`src/rtl/ps2_pkg.sv`:
```
// rtl/ps2_pkg.sv - shared PS/2 frame types and timing constants
// Purpose: state encoding, frame geometry and default filter/watchdog
// settings used by both the PS/2 receiver and the host-to-device sender.
package ps2_pkg;

  typedef enum logic [1:0] {
    IDLE   = 2'd0,
    DATA   = 2'd1,
    PARITY = 2'd2,
    STOP   = 2'd3
  } ps2_state_e;

  localparam int PS2_DATA_BITS      = 8;
  localparam int PS2_FRAME_BITS     = 11;
  localparam int PS2_FILTER_LEN     = 8;
  localparam int PS2_TIMEOUT_CYCLES = 100_000;

  // Odd parity: the 8 data bits plus the parity bit must hold an odd number of ones.
  function automatic logic ps2_parity_ok(input logic [PS2_DATA_BITS-1:0] d, input logic p);
    return ^{d, p};
  endfunction

endpackage

```
`src/rtl/ps2_line_filter.sv`:
```
// rtl/ps2_line_filter.sv - 2-flop synchronizer plus stability filter for a PS/2 line
// Purpose: brings an asynchronous, idle-high PS/2 line into the clk domain and
// only lets the output change once the synchronized value has differed from it
// for FILTER_LEN consecutive samples.
// Ports:
//   clk   - system clock
//   rst_n - asynchronous active-low reset (all stages reset to 1)
//   line  - raw asynchronous line
//   filt  - synchronized, filtered line
module ps2_line_filter
  import ps2_pkg::*;
#(
  parameter int FILTER_LEN = PS2_FILTER_LEN
) (
  input  logic clk,
  input  logic rst_n,
  input  logic line,
  output logic filt
);

  localparam int CNT_W = $clog2(FILTER_LEN + 1);
  localparam logic [CNT_W-1:0] CNT_LAST = CNT_W'(FILTER_LEN - 1);

  logic [1:0]       sync_q;
  logic [CNT_W-1:0] cnt;
  logic             filt_q;

  always_ff @(posedge clk or negedge rst_n) begin
    if (!rst_n) begin
      sync_q <= 2'b11;
      cnt    <= '0;
      filt_q <= 1'b1;
    end else begin
      sync_q <= {sync_q[0], line};
      // Any sample equal to the current output restarts the run count.
      if (sync_q[1] == filt_q) begin
        cnt <= '0;
      end else if (cnt == CNT_LAST) begin
        filt_q <= sync_q[1];
        cnt    <= '0;
      end else begin
        cnt <= cnt + 1'b1;
      end
    end
  end

  assign filt = filt_q;

endmodule

```
`src/rtl/ps2_receive.sv`:
```
// rtl/ps2_receive.sv - PS/2 device-to-host frame receiver
// Purpose: receives start/8 data (LSB first)/odd parity/stop frames from the
// PS/2 clock and data pins (observe only) and delivers each byte as a strobe.
// Ports:
//   qzt_clk    - 50 MHz system clock
//   reset_n    - asynchronous active-low reset
//   PS2C, PS2D - raw PS/2 clock and data lines
//   enable     - 0 discards frames and holds the receiver idle
//   data       - last good byte, held until the next good frame
//   valid      - one-cycle pulse when data updates
//   parity_err - one-cycle pulse on parity mismatch
//   frame_err  - one-cycle pulse on stop bit 0 with good parity
//   timeout    - one-cycle pulse when a frame stalls mid-way
//   busy       - high while a frame is in progress
module ps2_receive
  import ps2_pkg::*;
#(
  parameter int FILTER_LEN     = PS2_FILTER_LEN,
  parameter int TIMEOUT_CYCLES = PS2_TIMEOUT_CYCLES
) (
  input  logic                     qzt_clk,
  input  logic                     reset_n,
  input  logic                     PS2C,
  input  logic                     PS2D,
  input  logic                     enable,
  output logic [PS2_DATA_BITS-1:0] data,
  output logic                     valid,
  output logic                     parity_err,
  output logic                     frame_err,
  output logic                     timeout,
  output logic                     busy
);

  localparam int WD_W = $clog2(TIMEOUT_CYCLES + 1);
  localparam logic [WD_W-1:0] WD_LAST  = WD_W'(TIMEOUT_CYCLES - 1);
  localparam logic [3:0]      LAST_BIT = 4'(PS2_DATA_BITS - 1);

  logic       ps2c_filt;
  logic       ps2c_filt_d;
  logic       fall_evt;
  logic [1:0] ps2d_sync;
  logic       d_smp;

  ps2_state_e               state, state_n;
  logic [3:0]               bit_cnt, bit_cnt_n;
  logic [PS2_DATA_BITS-1:0] shift, shift_n;
  logic                     par_bit, par_n;
  logic [PS2_DATA_BITS-1:0] data_n;
  logic [WD_W-1:0]          wd_cnt, wd_n;
  logic                     valid_n, perr_n, ferr_n, tout_n;

  ps2_line_filter #(
    .FILTER_LEN(FILTER_LEN)
  ) u_ps2c_filter (
    .clk  (qzt_clk),
    .rst_n(reset_n),
    .line (PS2C),
    .filt (ps2c_filt)
  );

  // Data needs no filtering: it is held for microseconds around the clock fall.
  always_ff @(posedge qzt_clk or negedge reset_n) begin
    if (!reset_n) begin
      ps2d_sync   <= 2'b11;
      ps2c_filt_d <= 1'b1;
      fall_evt    <= 1'b0;
    end else begin
      ps2d_sync   <= {ps2d_sync[0], PS2D};
      ps2c_filt_d <= ps2c_filt;
      fall_evt    <= ps2c_filt_d & ~ps2c_filt;
    end
  end

  assign d_smp = ps2d_sync[1];

  always_ff @(posedge qzt_clk or negedge reset_n) begin
    if (!reset_n) begin
      state      <= IDLE;
      bit_cnt    <= '0;
      shift      <= '0;
      par_bit    <= 1'b0;
      data       <= '0;
      wd_cnt     <= '0;
      valid      <= 1'b0;
      parity_err <= 1'b0;
      frame_err  <= 1'b0;
      timeout    <= 1'b0;
    end else begin
      state      <= state_n;
      bit_cnt    <= bit_cnt_n;
      shift      <= shift_n;
      par_bit    <= par_n;
      data       <= data_n;
      wd_cnt     <= wd_n;
      valid      <= valid_n;
      parity_err <= perr_n;
      frame_err  <= ferr_n;
      timeout    <= tout_n;
    end
  end

  always_comb begin
    state_n   = state;
    bit_cnt_n = bit_cnt;
    shift_n   = shift;
    par_n     = par_bit;
    data_n    = data;
    valid_n   = 1'b0;
    perr_n    = 1'b0;
    ferr_n    = 1'b0;
    tout_n    = 1'b0;

    // Watchdog restarts on every clock fall and saturates rather than wrapping.
    if (state == IDLE || fall_evt) begin
      wd_n = '0;
    end else if (wd_cnt != '1) begin
      wd_n = wd_cnt + 1'b1;
    end else begin
      wd_n = wd_cnt;
    end

    if (!enable) begin
      state_n = IDLE;
      wd_n    = '0;
    end else if (state != IDLE && !fall_evt && wd_cnt == WD_LAST) begin
      tout_n  = 1'b1;
      state_n = IDLE;
      wd_n    = '0;
    end else if (fall_evt) begin
      case (state)
        IDLE: begin
          // A high data line at a fall is not a start bit; ignore it quietly.
          if (!d_smp) begin
            state_n   = DATA;
            bit_cnt_n = '0;
          end
        end
        DATA: begin
          shift_n = {d_smp, shift[PS2_DATA_BITS-1:1]};
          if (bit_cnt == LAST_BIT) begin
            state_n = PARITY;
          end else begin
            bit_cnt_n = bit_cnt + 1'b1;
          end
        end
        PARITY: begin
          par_n   = d_smp;
          state_n = STOP;
        end
        STOP: begin
          state_n = IDLE;
          // Parity failure takes precedence over a bad stop bit.
          if (!ps2_parity_ok(shift, par_bit)) begin
            perr_n = 1'b1;
          end else if (!d_smp) begin
            ferr_n = 1'b1;
          end else begin
            valid_n = 1'b1;
            data_n  = shift;
          end
        end
        default: state_n = IDLE;
      endcase
    end
  end

  assign busy = (state != IDLE);

endmodule

```
`config.mk`:
```
export PLATFORM = sky130hd
export DESIGN_NAME = ps2_receive
export DESIGN_NICKNAME = d
export VERILOG_FILES = /design/src/rtl/ps2_pkg.sv /design/src/rtl/ps2_line_filter.sv /design/src/rtl/ps2_receive.sv
export SDC_FILE = /design/constraint.sdc
export NUM_CORES = 1
export LEC_CHECK = 0
export ABC_AREA = 1
export BUFFER_PORTS_ARGS = -buffer_cell sky130_fd_sc_hd__buf_2
export CORE_ASPECT_RATIO = 1.1
export CORE_MARGIN = 2
export CORE_UTILIZATION = 55
export DETAILED_ROUTE_END_ITERATION = 16
export GPL_TIMING_DRIVEN = 0
export PLACE_DENSITY_LB_ADDON = 0.3
export SYNTH_ARGS = -nofsm -noshare
export SYNTH_HDL_FRONTEND = slang
export SYNTH_HIERARCHICAL = 1
export SYNTH_SLANG_ARGS = --single-unit
export TNS_END_PERCENT = 20
```
`constraint.sdc`:
```
create_clock -name qzt_clk -period 5.19 [get_ports qzt_clk]
set_clock_uncertainty 0.2 [all_clocks]
set_input_delay 0.7785 -clock qzt_clk [delete_from_list [all_inputs] [get_ports qzt_clk]]
set_output_delay 0.7785 -clock qzt_clk [all_outputs]
set_load 0.02 [all_outputs]
```
* Word-level counts from Yosys, hierarchy flattened
Index checks and enable logic that the tools add are counted. Widths: inputs -> output; s select.
Storage, ports and cells: flip-flop bits (word level) 55, input bits 5, output and inout port bits 13, logic and storage cells 85
Operators by class: $add $sub $neg 3, equality and inequality tests 14, mux-type cells 34, bitwise operators 4, reduce and logical (&&, ||, !) cells 14
Operators with widths (count):
- $mux 17 | 4
- $mux 1 | 19
- $add 17x1->17 const B | 1
- $eq 17x17->1 const B | 1
- $ne 17x17->1 const B | 1
- $mux 4 | 4
- $reduce_and 6->1 | 2
- $mux 2 | 5
- $reduce_xor 9->1 | 1
- $add 4x1->4 const B | 2
- $eq 4x3->1 const B | 2
- $pmux 2 s4 | 1
- $pmux 4 s2 | 1
- $reduce_and 4->1 | 2
- $eq 2x2->1 const B | 2
- $ne 2x2->1 const B | 2
- $ne 4x1->1 const B | 1
- $ne 4x3->1 const B | 1
- $ne 4x4->1 const B | 1
- $reduce_bool 2->1 | 2
- $ne 3x1->1 const B | 1
- $not 1->1 | 3
- $reduce_and 3->1 | 1
- $eq 2x1->1 const B | 1
- other kinds (7) | 8

* Logic depth before layout (Yosys ltp)
depth in word-level cells 6, gate-level depth with buffers 14, gate-level depth less buffers 14

* Modules after synthesis
The synthesis kept the hierarchy.
By module, submodules not included:
- ps2_receive | instances 1, cells each 345, area an instance 2712.6 µm², seq. area each 1204.9 µm²
- ps2_line_filter | instances 1, cells each 29, area an instance 281.5 µm², seq. area each 178.9 µm²

* Worst setup path after synthesis
Ideal clock, no wire load.
path type reg-to-reg, start point register wd_cnt[0], end point register wd_cnt[11], library setup time 126 ps, data arrival time 2077 ps, required time 4864 ps, setup slack 2787 ps, cell stages (with the launch flop) 13, buffers on the path 1, period minus slack after synthesis 2403 ps, cell sequence dfrtp_1 > ha_1 > nand2_1 > nor2_4 > nand3b_1 > nor2_2 > nand2_1 > nor3_1 > ha_1 > clkbuf_1 > nand4_2 > nand2_1 > o21ai_0
On the way: word-level cells in the longest chain between the ends 5, elaborated cells between the ends (all ways) 9, classes of those cells add/sub (1); eq/ne (3); mux (4); reduce/logical (1)
RTL lines:
- start: declaration | line ps2_receive.sv:49 | logic [WD_W-1:0] wd_cnt, wd_n;
- start signal: assignment | line ps2_receive.sv:94 | wd_cnt <= wd_n;
- $add 17x1->17 | line ps2_receive.sv:117 | wd_n = wd_cnt + 1'b1;
- $mux 17 | line ps2_receive.sv:116 | end else if (wd_cnt != '1) begin
- $mux 17 | line ps2_receive.sv:114 | if (state == IDLE || fall_evt) begin
- $mux 17 | line ps2_receive.sv:125 | end else if (state != IDLE && !fall_evt && wd_cnt == WD_LAST) begin
- $mux 17 | line ps2_receive.sv:122 | if (!enable) begin
Parallel ways exist; a longest one is shown, timed or not. The select of a mux whose other input is x is not followed. A chain may end at the register's enable or synchronous reset.

* Worst setup path in the final report
start point register wd_cnt[0], end point register wd_cnt[8]
The elaborated chain is that of the path after synthesis.

==> results by group <==
Placement
  • IO Port Bufs: 17
  • Final HPWL from detailed placement: around 4000 µm
  • Final GP Congestion: 0.921
  • Cell area after placement: 3170 µm²

Route
  • Per-cell via count in the routed design: slightly above 5
  • Initial DRC Count: 92
  • Router iterations before antenna repair: 4
  • Post-DRT Antenna Nets: 0
  • Final routed wirelength across all metal layers: 5400 µm
  • Average wire length per cell after detail routing: around 11 µm
  • Count of unresolved DRC violations after routing: 0
  • Via count: 2,400

Die
  • Floorplan die area: 6050 µm²
  • Count of standard-cell rows: 28
  • Die Span X: 74.4 µm
  • Core region area: between 5000 and 6000 µm²
  • Initial Utilization: 0.562
  • Number of top-level design ports: 18
  • Die H: 81.4 µm

Clocking
  • Post-CTS Resized: 0
  • Clock buffer depth: 2
  • CTS Buf Count: 5
  • Root cell of the clock tree: sky130_fd_sc_hd__clkbuf_8
  • # hold bufs at CTS: 0
  • Clock tree from TritonCTS: built
  • Clock insertion delay at the later pin of the skew report: between 0.3 and 0.4 ns
  • Maximum level of the CTS H-tree: 2
  • Post CTS Setup Buffer Count: 0
  • Clock transition at the registers of the reported paths: 0.10 ns
  • Sinks on Clock Net: 55

Synth
  • Part of the Yosys area used for sequential elements: 0.462
  • Post-synth EDFFs: 0
  • Xor and xnor area share after synthesis: 0.0205
  • FFs w/ async S/R, synth: 1.00
  • Area leader, netlist: sky130_fd_sc_hd__dfrtp_1
  • Compound-cell area share of the yosys netlist: 0.0518
  • Unique cell type count in the Yosys netlist: 34
  • Synth Area per Inst: between 8 and 9 µm²
  • Most common cell in the netlist: sky130_fd_sc_hd__nand2_1
  • Combined area of all synthesized cells: 2990 µm²
  • Adder-Cell Fraction of Synth Area: 0.0334
  • Predominant post-synthesis flop cell: sky130_fd_sc_hd__dfrtp_1
  • Number of nets in the synthesized netlist: 387
  • Number of instances in the synthesized netlist: 374
  • Largest family of logic cells by synthesized area: simple AND/OR/NAND/NOR gates
  • Leading post-synthesis cells by instance count: sky130_fd_sc_hd__nand2_1, sky130_fd_sc_hd__dfrtp_1, sky130_fd_sc_hd__inv_1
  • Portion of synthesized cell area occupied by the leading cell type: 0.410
  • FF+latch count, synth: 55
  • Multiplexer fraction of the synthesized cell area: 0
  • Synth Warn #: 6
  • Top cells by area, synth: sky130_fd_sc_hd__dfrtp_1, sky130_fd_sc_hd__nand2_1, sky130_fd_sc_hd__inv_1
  • Simple-Gate Fraction of Synth Area: 0.362

Setup path
  • Slowest stage cell on the critical path: sky130_fd_sc_hd__clkbuf_1
  • CP Class: flip-flop to flip-flop
  • Cell breakdown of the critical path: ha_1 > nand2_1 > nor2_4 > nand3b_1 > nor2_2 > nand2_1 > nor3_1 > ha_1 > clkbuf_1 > nand4_2 > nand2_1 > o21ai_0
  • Stage delay of the slowest cell on the critical path: 0.43 ns
  • Worst path most repeated cell: sky130_fd_sc_hd__nand2_1
  • Setup crit end kind: flip-flop
  • Required time of the worst setup path: 5.19 ns
  • Worst setup SP type: flip-flop
  • Crit path arrival time: between 2 and 3 ns
  • Worst-path maximum fanout: 10

Global route
  • Leftover overflow at the end of global routing: 0
  • Wire length of the first global-routing pass: between 9000 and 10,000 µm
  • Via count of the first global-routing pass: ~2,200
  • Met1 usage in global routing: 0.213
  • Met2 Track Usage GR: 0.369
  • Total routing usage reported by global routing: 0.196
  • GR Util met3: 0.0447
  • Highest-utilization routing layer at the global route stage: met2
  • Initial antenna violation count: 0
  • Pin count of the biggest net entering global routing: 56

Run
  • Max cap viols: 0

Timing
  • Highest clock frequency the design can meet: approximately 350 MHz
  • Max-Slew Margin vs Limit: 0.549
  • Total setup violations reported at the end of the flow: 0
  • Period utilization: 0.551
  • Endpoints failing hold: 0
  • Minimum period implied by the final worst setup slack: 2.86 ns
  • Setup TNS: 0 ns
  • Slew Limit Fails: 0
  • Transition time of the tightest slew-check pin: roughly 0.68 ns
  • Setup repair after global routing missed its margin: false

Power
  • Worst VDD drop: 0.175 mV
  • PnR Total Power: between 0.0009 and 0.001 W
  • Pwr per Cell Area: 286 nW/µm²
  • Static Leakage: 1.61 nW

Cells and area
  • Footprint of the multi-input gates: between 1000 and 1500 µm²
  • Reg area: 1380 µm²
  • Antenna diodes: 0
  • Layout cells sized above 1: 0.178
  • Post-layout utilization of the core: 0.619
  • Design area: 3300 µm²
  • Fin nets: slightly above 400
  • Filler Cell Count: 497
  • Area delta synth->final: 10.1%

Status
  • Run status: finished clean

Hold path
  • Type of the worst min-delay path: flip-flop to flip-flop
## registers in the layout, summed over array words and instances, names as in the netlist, 2 cells and up
register and flops:
data 8, bit_cnt 4, shift 8, u_ps2c_filter/sync_q 2, ps2d_sync 2, wd_cnt 17, state 2, u_ps2c_filter/cnt 4
## worst max-delay path, delay by kind of cell (launching register included)
kind                     cells  cell delay [ns]
adder cells (fa/ha/maj)      2             0.45
buffers and inverters        1             0.43
flip-flops                   1             0.42
AND/OR/NAND/NOR              8             1.18
AO/OA/AOI/OAI                1             0.09
## final cells by class
cell class	instances	area share
buffer	4	0.00645
clock buffer	6	0.0250
clock inverter	2	0.0118
inverter	49	0.0573
multi-input combinational	266	0.425
sequential	55	0.420
tap	75	0.0285
timing repair buffer	17	0.0266
## report_power, final
| part | switching (W) | total [W] | internal (W) |
|---|---|---|---|
| Combinational | 0.0000978 | 0.000147 | 0.0000495 |
| Clock | 0.000144 | 0.000303 | 0.000159 |
| Sequential | 0.0000301 | 0.000492 | 0.000462 |
| Total | 0.000272 | 0.000942 | 0.000670 |
## metrics by stage
step                cells  hold slack [ns]  setup slack, ns
global placement      466            0.145             2.35
finish                474            0.161             2.33
floorplan             374            0.145             2.79
CTS                   474            0.162             2.31
global route          474            0.169             2.00
detailed placement    466            0.147             2.33
## cell usage in the layout (no fill, tap or decap), types with 2 or more instances in the layout
cell                       count
sky130_fd_sc_hd__nand3b_1      3
sky130_fd_sc_hd__o21ai_0      17
sky130_fd_sc_hd__inv_2         3
sky130_fd_sc_hd__nor3_1        4
sky130_fd_sc_hd__a21oi_2       2
sky130_fd_sc_hd__ha_1          8
sky130_fd_sc_hd__inv_6         2
sky130_fd_sc_hd__nand4_1      17
sky130_fd_sc_hd__nor2_1       42
sky130_fd_sc_hd__nand2_2       9
sky130_fd_sc_hd__a21oi_1       4
sky130_fd_sc_hd__dfstp_2       6
sky130_fd_sc_hd__nor3_2        3
sky130_fd_sc_hd__xor2_1        4
sky130_fd_sc_hd__dfrtp_1      49
sky130_fd_sc_hd__clkbuf_8      6
sky130_fd_sc_hd__xnor2_1       3
sky130_fd_sc_hd__o21ai_1       2
sky130_fd_sc_hd__buf_2        18
sky130_fd_sc_hd__inv_1        45
sky130_fd_sc_hd__nor2_2        8
sky130_fd_sc_hd__buf_4         2
sky130_fd_sc_hd__nor2_4        3
sky130_fd_sc_hd__nand2_1     101
sky130_fd_sc_hd__nand3_1      25
sky130_fd_sc_hd__nand3_2       3
## layer usage
layer / share of wire / routed length (µm)
met1: 0.45 / 2420
met5: 0 / 0
met2: 0.51 / 2750
met3: 0.026 / 141
met4: 0.016 / 85
## worst paths after layout
check | from | end | slack, ns | cells past startpoint
max | wd_cnt[0]$_DFFE_PN0P_ | wd_cnt[8]$_DFFE_PN0P_ | 2.33 | 12
min | u_ps2c_filter/sync_q[0]$_DFF_PN1_ | u_ps2c_filter/sync_q[1]$_DFF_PN1_ | 0.16 | 0
max reg2reg | wd_cnt[0]$_DFFE_PN0P_ | wd_cnt[8]$_DFFE_PN0P_ | 2.33 | 12
min reg2reg | u_ps2c_filter/sync_q[0]$_DFF_PN1_ | u_ps2c_filter/sync_q[1]$_DFF_PN1_ | 0.16 | 0
max in group asynchronous | reset_n | fall_evt$_DFF_PN0_ | 4.04 | 1
min in group asynchronous | reset_n | data[3]$_DFFE_PN0P_ | 0.29 | 1
## logic make-up (layout without fill, tap and decap cells)
logic type               count (synthesis)  after routing
AND/OR/NAND/NOR                        223            223
buffers and inverters                   53             78
adder cells (fa/ha/maj)                  8              8
XOR/XNOR                                 7              7
flip-flops                              55             55
AO/OA/AOI/OAI                           28             28
(Power assumes the default switching activity.)
